<file path="config.mk">
export PLATFORM = sky130hd
export DESIGN_NAME = dcache_ctrl
export DESIGN_NICKNAME = d
export VERILOG_FILES = /design/src/rtl/dcache_pkg.sv /design/src/rtl/dcache_ctrl_sat_counter.sv /design/src/rtl/dcache_ctrl.sv
export SDC_FILE = /design/constraint.sdc
export NUM_CORES = 1
export LEC_CHECK = 0
export BUFFER_PORTS_ARGS = -buffer_cell sky130_fd_sc_hd__buf_2
export CELL_PAD_IN_SITES_DETAIL_PLACEMENT = 1
export CELL_PAD_IN_SITES_GLOBAL_PLACEMENT = 1
export CORE_ASPECT_RATIO = 1.4
export CORE_MARGIN = 10
export CORE_UTILIZATION = 35
export DETAILED_ROUTE_END_ITERATION = 16
export GPL_ROUTABILITY_DRIVEN = 0
export PLACE_DENSITY = 0.65
export SYNTH_ARGS = -nofsm -noshare
export SYNTH_HDL_FRONTEND = slang
export SYNTH_SLANG_ARGS = --single-unit
</file>
<file path="constraint.sdc">
create_clock -name clk -period 3.43 [get_ports clk]
set_clock_uncertainty 0.1 [all_clocks]
set_input_delay 0.1715 -clock clk [delete_from_list [all_inputs] [get_ports clk]]
set_output_delay 0.1715 -clock clk [all_outputs]
set_load 0.01 [all_outputs]
</file>
<file path="src/rtl/dcache_pkg.sv">
// Shared types and geometry for the direct-mapped write-through data cache.
package dcache_pkg;

    localparam int unsigned ADDR_W     = 32;
    localparam int unsigned NUM_SETS   = 8;
    localparam int unsigned INDEX_BITS = $clog2(NUM_SETS);
    localparam int unsigned TAG_BITS   = ADDR_W - INDEX_BITS - 2;
    localparam int unsigned CNT_W      = 16;

    typedef enum logic {
        IDLE,
        REFILL
    } state_e;

    typedef struct packed {
        logic                valid;
        logic [TAG_BITS-1:0] tag;
        logic [ADDR_W-1:0]   data;
    } line_t;

endpackage

</file>
<file path="src/rtl/dcache_ctrl_sat_counter.sv">
// 16-bit event counter that sticks at all-ones instead of wrapping.
module sat_counter
    import dcache_pkg::*;
(
    input  logic             clk,
    input  logic             rst_n,
    input  logic             en,
    output logic [CNT_W-1:0] count
);

    logic [CNT_W-1:0] count_q;
    logic [CNT_W-1:0] count_d;

    // Next count: increment on enable unless already saturated.
    always_comb begin
        count_d = count_q;
        if (en && (count_q != '1)) begin
            count_d = count_q + 1'b1;
        end
    end

    // Count register.
    always_ff @(posedge clk or negedge rst_n) begin
        if (!rst_n) begin
            count_q <= '0;
        end else begin
            // NOTE: sequential state always uses non-blocking assignment so every flop samples pre-edge values.
            count_q <= count_d;
        end
    end

    assign count = count_q;

endmodule

</file>
<file path="src/rtl/dcache_ctrl.sv">
// Direct-mapped, write-through, no-write-allocate data-cache controller.
// Load hits are served combinationally; a load miss spends one extra cycle
// in REFILL while the word is fetched from the combinational RAM.
module dcache_ctrl
    import dcache_pkg::*;
#(
    parameter int ADDRESS_LENGTH = ADDR_W,
    parameter int SETS           = NUM_SETS
) (
    input  logic                      clk,
    input  logic                      rst_n,
    input  logic                      cpu_re,
    input  logic                      cpu_sw,
    input  logic                      cpu_sh,
    input  logic                      cpu_sb,
    input  logic [ADDRESS_LENGTH-1:0] cpu_addr,
    input  logic [ADDRESS_LENGTH-1:0] cpu_wd,
    input  logic                      flush,
    output logic [ADDRESS_LENGTH-1:0] cpu_rd,
    output logic                      stall,
    output logic [ADDRESS_LENGTH-1:0] mem_a,
    output logic [ADDRESS_LENGTH-1:0] mem_wd,
    output logic                      mem_sw,
    output logic                      mem_sh,
    output logic                      mem_sb,
    input  logic [ADDRESS_LENGTH-1:0] mem_rd,
    output logic [CNT_W-1:0]          hit_count,
    output logic [CNT_W-1:0]          miss_count
);

    state_e                     state_q, state_d;
    line_t                      lines_q [SETS];
    line_t                      lines_d [SETS];
    logic [ADDRESS_LENGTH-1:2]  refill_word_q, refill_word_d;
    logic                       just_filled_q, just_filled_d;

    logic [1:0]            off;
    logic [INDEX_BITS-1:0] idx;
    logic [TAG_BITS-1:0]   tag;
    logic [INDEX_BITS-1:0] refill_idx;
    logic [TAG_BITS-1:0]   refill_tag;
    line_t                 cur_line;
    logic                  hit;
    logic                  st_b, st_h, st_w, is_store;
    logic                  store_go, load_hit, load_miss, misaligned;
    logic [3:0]            byte_en;
    logic [ADDRESS_LENGTH-1:0] wd_shift, merged;

    assign off        = cpu_addr[1:0];
    assign idx        = cpu_addr[INDEX_BITS+1:2];
    assign tag        = cpu_addr[ADDRESS_LENGTH-1:INDEX_BITS+2];
    assign refill_idx = refill_word_q[INDEX_BITS+1:2];
    assign refill_tag = refill_word_q[ADDRESS_LENGTH-1:INDEX_BITS+2];
    assign cur_line   = lines_q[idx];
    assign hit        = cur_line.valid && (cur_line.tag == tag);

    // Byte strobes resolve with priority sb > sh > sw; any store beats a load.
    assign st_b       = cpu_sb;
    assign st_h       = cpu_sh && !cpu_sb;
    assign st_w       = cpu_sw && !cpu_sh && !cpu_sb;
    assign is_store   = cpu_sb || cpu_sh || cpu_sw;
    assign store_go   = (state_q == IDLE) && is_store;
    assign load_hit   = (state_q == IDLE) && cpu_re && !is_store && hit;
    assign load_miss  = (state_q == IDLE) && cpu_re && !is_store && !hit;
    assign misaligned = (st_h && (off == 2'd3)) || (st_w && (off != 2'd0));

    // Byte-lane merge of right-aligned store data into the cached word.
    always_comb begin
        // NOTE: every always_comb output gets a default first so no path leaves it unassigned (no latch).
        byte_en  = st_b ? (4'b0001 << off) : (st_h ? (4'b0011 << off) : 4'b1111);
        wd_shift = cpu_wd << {off, 3'b000};
        merged   = cur_line.data;
        for (int b = 0; b < 4; b++) begin
            if (byte_en[b]) begin
                merged[8*b +: 8] = wd_shift[8*b +: 8];
            end
        end
    end

    // CPU and RAM side outputs; all held quiet while reset is asserted.
    always_comb begin
        cpu_rd = '0;
        stall  = 1'b0;
        mem_a  = '0;
        mem_wd = '0;
        mem_sw = 1'b0;
        mem_sh = 1'b0;
        mem_sb = 1'b0;
        if (rst_n) begin
            if (state_q == REFILL) begin
                stall = 1'b1;
                mem_a = {refill_word_q, 2'b00};
            end else if (store_go) begin
                mem_a  = cpu_addr;
                mem_wd = cpu_wd;
                mem_sw = st_w;
                mem_sh = st_h;
                mem_sb = st_b;
            end else if (load_hit) begin
                cpu_rd = cur_line.data;
            end else if (load_miss) begin
                stall = 1'b1;
                mem_a = {cpu_addr[ADDRESS_LENGTH-1:2], 2'b00};
            end
        end
    end

    // Next FSM state and line contents; flush overrides everything at the edge.
    always_comb begin
        state_d       = state_q;
        lines_d       = lines_q;
        refill_word_d = refill_word_q;
        just_filled_d = 1'b0;
        case (state_q)
            IDLE: begin
                if (load_miss) begin
                    state_d       = REFILL;
                    refill_word_d = cpu_addr[ADDRESS_LENGTH-1:2];
                end else if (store_go && hit) begin
                    if (misaligned) begin
                        lines_d[idx].valid = 1'b0;
                    end else begin
                        lines_d[idx].data = merged;
                    end
                end
            end
            REFILL: begin
                state_d = IDLE;
                if (!flush) begin
                    lines_d[refill_idx] = '{valid: 1'b1, tag: refill_tag, data: mem_rd};
                    just_filled_d       = 1'b1;
                end
            end
            default: state_d = IDLE;
        endcase
        if (flush) begin
            for (int i = 0; i < SETS; i++) begin
                lines_d[i].valid = 1'b0;
            end
        end
    end

    // FSM, line array and refill bookkeeping registers.
    always_ff @(posedge clk or negedge rst_n) begin
        if (!rst_n) begin
            state_q       <= IDLE;
            refill_word_q <= '0;
            just_filled_q <= 1'b0;
            // NOTE: the whole line array is reset; it is tiny, and it keeps tag/data free of X as well as clearing valid.
            for (int i = 0; i < SETS; i++) begin
                lines_q[i] <= '0;
            end
        end else begin
            state_q       <= state_d;
            refill_word_q <= refill_word_d;
            just_filled_q <= just_filled_d;
            lines_q       <= lines_d;
        end
    end

    // The lookup right after a fill is the replayed miss, so it is not a hit.
    sat_counter u_hit_cnt (
        .clk   (clk),
        .rst_n (rst_n),
        .en    (load_hit && !just_filled_q),
        .count (hit_count)
    );

    sat_counter u_miss_cnt (
        .clk   (clk),
        .rst_n (rst_n),
        .en    (load_miss),
        .count (miss_count)
    );

endmodule

</file>
# --- After elaboration in Yosys (flattened, before gate mapping) ---
# Index checks and enable logic that the tools add are counted.
totals:
  reg_bits: 544
  in_bits: 103
  out_inout_bits: 132
  elab_cells: 139
op_classes:
  add_sub_neg: 2
  magnitude_cmp: 4
  eq_ne: 9
  shift: 3
  mux: 60
  bitwise_logic: 3
  reduce_logical: 29
op_table:
  columns: ["op", "n"]
  rows:
  - ["480-bit two-way mux", 4]
  - ["480-bit bitwise mux", 3]
  - ["480-bit one-hot mux with 2 select lines", 1]
  - ["60-bit demux with 3-bit select", 3]
  - ["32-bit two-way mux", 13]
  - ["60-bit two-way mux", 4]
  - ["60-bit binary-select mux with 3-bit select", 1]
  - ["16-bit by 1-bit adder with 16-bit output (second input constant)", 2]
  - ["8-bit two-way mux", 4]
  - ["16-bit != test (second input constant)", 2]
  - ["32-bit by 5-bit left shift with 32-bit output", 1]
  - ["27-bit == test", 1]
  - ["1-bit two-way mux", 24]
  - ["1-bit logical AND", 17]
  - ["4-bit greater-or-equal comparator (second input constant)", 2]
  - ["4-bit by 1-bit less-than comparator with 1-bit output (second input constant)", 2]
  - ["4-bit two-way mux", 2]
  - ["3-bit NOT with 4-bit output", 2]
  - ["1-bit logical NOT", 5]
  - ["2-bit != test (second input constant)", 2]
  - ["2-bit AND reduction", 2]
  - ["1-bit by 2-bit left shift with 4-bit output (first input constant)", 1]
  - ["2-bit by 2-bit left shift with 4-bit output (first input constant)", 1]
  - ["1-bit logical OR", 3]
  - ["other kinds (8)", 8]

# --- Longest topological paths before layout ---
depth:
  ltp_word: 13
  ltp_mapped: 16
  depth_no_buf: 10

# --- Hierarchy ---
# A second synthesis with hierarchy kept.
hier_totals:
  hier_cells: 2943
  area_unflattened_um2: 29520.8
modules_own_cells:
  columns: ["mod", "instances", "cells_per_inst", "area_per_inst_um2", "seq_area_each_um2"]
  rows:
  - ["dcache_ctrl", 1, 2789, 27751.6, 12812.3]
  - ["sat_counter", 2, 77, 884.6, 400.4]

# --- Worst setup path after synthesis ---
# Ideal clock, no wire load.
synth_timing:
  path_type: "input -> register"
  startpoint: "input cpu_addr[0]"
  endpoint: "register lines_q[19] (netlist name)"
  setup_ns: 0.128
  arrival_time_ns: 3.462
  path_slack_ns: -0.260
  cell_stages: 15
  path_buffers: 6
  path_cell_list: "clkbuf_1 > buf_1 > clkbuf_1 > inv_1 > ha_1 > nor2_1 > a22oi_1 > or2_2 > clkbuf_1 > and2_1 > clkbuf_1 > nand2_1 > clkbuf_1 > o22ai_1 > mux2_1"
synth_between:
  elab_chain_cells: 9
synth_rtl:
  columns: ["item", "line_no", "text"]
  rows:
  - ["from (decl)", "dcache_ctrl.sv:16", "input logic [ADDRESS_LENGTH-1:0] cpu_addr,"]
  - ["parallel branches: the longest is 5 deep, another holds 480-bit bitwise mux", null, null]
  - ["480-bit two-way mux *", "dcache_ctrl.sv:120", "if (misaligned) begin"]
  - ["480-bit two-way mux *", "dcache_ctrl.sv:119", "end else if (store_go && hit) begin"]
  - ["480-bit two-way mux *", "dcache_ctrl.sv:116", "if (load_miss) begin"]
  - ["480-bit one-hot mux with 2 select lines *", "dcache_ctrl.sv:114", "case (state_q)"]
  - ["to (signal assigned)", "dcache_ctrl.sv:157", "lines_q <= lines_d;"]
  - ["to (decl)", "dcache_ctrl.sv:32", "line_t lines_q [SETS];"]
# Every way passes the cells marked *. The select of a mux whose other input is x is not followed.
# A chain may end at the register's enable or synchronous reset.

# --- Worst setup path after layout ---
layout_timing:
  startpoint: "register lines_q[104] (netlist name)"
  endpoint: "output mem_a[29]"
layout_between:
  elab_chain_cells: 12
layout_rtl:
  columns: ["item", "line_no", "text"]
  rows:
  - ["60-bit binary-select mux with 3-bit select *", "dcache_ctrl.sv:54", "assign cur_line = lines_q[idx];"]
  - ["60-bit two-way mux (implied by the code) * (2 in a row)", "dcache_ctrl.sv:54", null]
  - ["27-bit == test *", "dcache_ctrl.sv:55", "assign hit = cur_line.valid && (cur_line.tag == tag);"]
  - ["1-bit logical AND *", "dcache_ctrl.sv:55", null]
  - ["1-bit logical NOT", "dcache_ctrl.sv:64", "assign load_miss = (state_q == IDLE) && cpu_re && !is_store && !hit;"]
  - ["1-bit logical AND", "dcache_ctrl.sv:64", null]
  - ["32-bit two-way mux", "dcache_ctrl.sv:101", "end else if (load_miss) begin"]
  - ["32-bit two-way mux *", "dcache_ctrl.sv:99", "end else if (load_hit) begin"]
  - ["32-bit two-way mux *", "dcache_ctrl.sv:93", "end else if (store_go) begin"]
  - ["32-bit two-way mux *", "dcache_ctrl.sv:90", "if (state_q == REFILL) begin"]
  - ["32-bit two-way mux *", "dcache_ctrl.sv:89", "if (rst_n) begin"]
  - ["to (decl)", "dcache_ctrl.sv:21", "output logic [ADDRESS_LENGTH-1:0] mem_a,"]
# Every way passes the cells marked *; elsewhere a longest branch is shown, timed or not. The select of a mux whose other input is x is not followed.

==> results.md <==
CTS:
- The number of buffers on the longest clock path is 3.
- The clock root buffer master is clkbuf_16.
- Counting every sink on the clock net gives ~540.
- The H-tree was split into 2 levels.
- The clock tree from TritonCTS is done.
- TritonCTS created 57 clock buffers.
- The clock insertion delay at the later pin of the skew report is ~0.65 ns.
- After clock tree synthesis, the clock-pin slew on the worst setup and hold paths is approximately 0.06 ns.

STA:
- Setup violations remaining at the end of the flow were counted as between 150 and 200.
- At the pin with the least slew margin, the transition time is roughly 0.96 ns.
- The clock period minus worst slack is between 3 and 4 ns.
- The final hold violation count came to 0.
- The slack of the critical path is -0.375 ns.
- The post-route fraction of the period consumed by the critical path is 111%.
- Timing would allow up to ~260 MHz.
- In this run the tightest slew margin relative to its limit is between 30% and 40%.
- The number of pins with negative max-slew slack in the final report is 0.
- Setup repair after global routing could not meet its margin everywhere.

Power and ir drop:
- In this run the power density over the cells is between 400 and 500 mW/mm^2.
- Net switching is 29.3% of the power.
- The internal portion of the total power is roughly 12000 uW.
- The share of total power dissipated in the clock network is between 30% and 40%.
- Of the total power, combinational logic draws approximately 16%.
- The part of the power in registers is approximately 45%.
- The net switching power is slightly below 5000 uW.
- IR analysis of the VDD net gives a maximum drop of 0.401 mV.
- The reported leakage power is ~0.018 uW.

Setup path:
- The worst setup path category is reg -> out.
- At the worst endpoint, the arrival time is about 3.5 ns.
- The startpoint type of the worst setup path is a register.
- STA classifies the critical path endpoint as a primary output.
- The required time of the worst setup path is 3.16 ns.
- The worst-path maximum fanout is 6.
- The reg2reg setup slack is -0.11 ns.

Detailed routing:
- Before antenna repair, the detailed router went through 7 iterations.
- The remaining antenna violation count is 0.
- The starting DRC count in detailed routing is 2251.
- Summing over every cut layer, the via total after detailed routing is 26300.
- The wire length per cell after detailed routing is between 20 and 30 um.
- The detailed-route wire length is around 130 mm.
- The residual DRC count is 0.
- The average via count per standard cell is about 6.0.

Global route:
- Entering global routing, the biggest net connects roughly 150 pins.
- The met3 track demand over resource in global routing is under 10%.
- The overall routing resource usage is between 20% and 30%.
- The most used routing layer is met2.
- The initial antenna violation count came to 4.
- The global-route met1 utilization is between 20% and 30%.
- The first-pass GRT wire length is approximately 180 mm.
- The number of global-route vias before repair is 29100.
- Global routing finished with a remaining overflow of 0.
- The global-route track usage on met2 is about 43%.

Synthesis:
- The number of nets in the synthesized netlist is around 3000.
- After synthesis the cells add up to 0.0295 sq mm.
- In the synthesized netlist the dominant register cell turns out to be dfrtp_1.
- After synthesis the netlist holds a flip-flop and latch count of roughly 540.
- In this run, synthesis inferred 0 flip-flops with an integrated enable.
- The number of different library cells used by synthesis comes to 73.
- Counting every instance in the synthesized netlist gives 2855.
- The number of warnings printed during yosys synthesis is 0.
- The fraction of synthesis flops using an asynchronous set or reset pin is 100%.
- Averaged over all synthesized cells, the footprint is ~10 sq um.
- The proportion of synthesized chip area in sequential cells is about 46%.

Layout:
- Compared with the post-synthesis result, the final layout area differs by 28.2%.
- 0 antenna diodes ended up in the layout.
- For this run, the post-layout net count is between 3000 and 4000.
- In the final layout, the share of cells above drive strength 1 is a little over a third.
- The layout has 9059 filler cells.
- The final core area utilization is 45.1%.

Worst hold path:
- The path type of the worst min-delay path is in -> reg.

Placed design:
- During placement, the flow inserted port buffers numbering between 200 and 250.
- Before CTS, the worst setup slack after placement is -0.327 ns.
- The detailed-placement wirelength estimate is a little over 80 mm.

Job:
- The max-cap check violation count is 0.

Floorplan:
- In this run the core area contains about 130 standard-cell rows.
- After floorplanning, the core was sized to cover approximately 0.084 sq mm.
- The die height is ~360 um.
- The die covers 0.0966 sq mm.
- For this configuration, the core starts out at a cell density of 35.1%.
- Pin placement for this block handled 235 I/O pins.
- The floorplan step set the die width to 266 um.

Status:
- The final reports fail on setup timing.
- The run finished, with violations left.
[cells by family after synthesis]
group | synth area share (%)
compound gates | 14.0
xor+xnor | 1.22
fa+ha+maj | 0.254
buf+inv | 4.16
flops | 46.1
mux | 20.2
simple gates | 14.1
[per-layer routing]
metal / vias to the layer above / routed length (um)
li1: 11100 / -
met1: 13700 / 48600
met2: 1079 / 62400
met3: 370 / 7750
met4: 8 / 7380
met5: - / 55
[power by group through the flow]
| stage | Combinational (uW) | Clock [uW] | Sequential (uW) |
|---|---|---|---|
| 2_1_floorplan | 1500 | 0 | 7220 |
| 5_1_grt | 2830 | 6890 | 7510 |
| 3_5_place_dp | 2440 | 0 | 7550 |
| 3_3_place_gp | 2350 | 0 | 7500 |
| 6_report | 2640 | 6530 | 7440 |
| 4_1_cts | 2590 | 6620 | 7430 |
[sequential cells by signal (all words and copies together) (netlist names)]
| signal | flops |
|---|---|
| u_miss_cnt.count | 16 |
| refill_word_q | 30 |
| just_filled_q | 1 |
| lines_q | 480 |
| u_hit_cnt.count | 16 |
| state_q | 1 |
[per-stage QoR]
step / cells / TNS, ns / hold WS (ns) / total power, uW / instance area [sq um]
after floorplan: 2855 / 0 / -0.224 / 8720 / 29500
after global placement: 4170 / -67.45 / -0.0412 / 9850 / 33300
after detailed placement: 4170 / -72.97 / -0.0417 / 9980 / 33300
after CTS: 4366 / -20.63 / 0.0864 / 16600 / 36700
after global routing: 4400 / -53.90 / 0.140 / 17200 / 37900
final: 4400 / -23.82 / 0.120 / 16600 / 37900
[path summary, 6_finish.rpt]
check,startpoint,end,cells past startpoint
setup reg to reg,lines_q[40],lines_q[267],15
max in group asynchronous,rst_n,lines_q[62],4
hold / removal,cpu_wd[6],lines_q[366],5
min in group asynchronous,rst_n,lines_q[107],3
hold reg to reg,lines_q[109],lines_q[109],2
setup / recovery,lines_q[104],mem_a[29],13
[Yosys cell counts, drive strengths merged, types with 7 or more instances]
cell    instances  area (sq um)
o22ai          91           569
mux4           39           893
o21ai         143           727
buf            91           593
nand4          16           106
o221a          10           113
or3            17           106
and3           35           219
a22oi          65           488
and4            8          70.1
a31oi           9          56.3
clkbuf        155           582
o21a           21           158
a21oi          38           201
a211o          27           236
a221oi         30           263
nor4           14          93.8
nand2b          8          50.1
nand3b          7          52.6
o22a           23           201
a211oi         10          75.1
mux2          384          4320
nand3          64           320
nor2          106           398
xor2           39           342
nand2         525          1970
nor3           55           285
o211ai          8          60.1
nor2b          12          75.1
o21bai          9          67.6
and2           40           250
inv            12          45.0
a22o           62           543
dfrtp         544         13600
mux2i          75           751
[repair_timing]
item                                    4_1_cts  5_1_grt
buffers inserted                             25       20
endpoints found under the setup margin       98      334
hold buffers                                 62        0
pin swaps                                    58       16
gates resized for setup                     125      151
gates cloned                                  4       20
endpoints found under the hold margin       495        0
[cell usage in the layout, fill, tap and decap left out, types with 14 or more instances in the layout]
cell | synthesis | layout
a211o_1 | 27 | 27
a21oi_1 | 35 | 35
a221oi_1 | 30 | 30
a22o_1 | 62 | 62
a22oi_1 | 65 | 65
and2_1 | 40 | 40
and3_1 | 35 | 35
buf_12 | 0 | 47
buf_2 | 21 | 199
buf_4 | 25 | 211
buf_6 | 16 | 50
clkbuf_16 | 0 | 73
dfrtp_1 | 544 | 544
dlygate4sd3_1 | 0 | 62
mux2_2 | 375 | 288
mux2_4 | 0 | 95
mux2i_1 | 75 | 70
mux4_2 | 35 | 38
nand2_1 | 525 | 524
nand3_1 | 64 | 61
nand4_1 | 15 | 15
nor2_1 | 106 | 72
nor2_4 | 0 | 25
nor3_1 | 53 | 37
nor3_2 | 2 | 14
o21a_1 | 21 | 21
o21ai_0 | 132 | 132
o22a_1 | 23 | 23
o22ai_1 | 91 | 91
or3_1 | 17 | 15
xor2_1 | 39 | 36
[final cells by class]
class | instances | area (sq um) | area share, %
repair buffers | 598 | 5340 | 14.1
clock buffers | 83 | 1650 | 4.37
clock inverters | 22 | 273 | 0.720
well taps | 1088 | 1360 | 3.60
multi-input cells | 2051 | 15600 | 41.1
flip-flops and latches | 544 | 13600 | 36.0
inverters | 14 | 52.6 | 0.139
[critical path, stage by stage (launching register included)]
cell and delay [ns]:
dfrtp_1 0.38, mux4_2 0.50, mux2i_4 0.19, xor2_2 0.21
buf_4 0.15, nand3_1 0.08, nor3_1 0.19, buf_4 0.17
and4_4 0.30, buf_12 0.13, buf_12 0.13, nor3_1 0.05
a211o_1 0.27, buf_6 0.13
(Power assumes the default switching activity.)
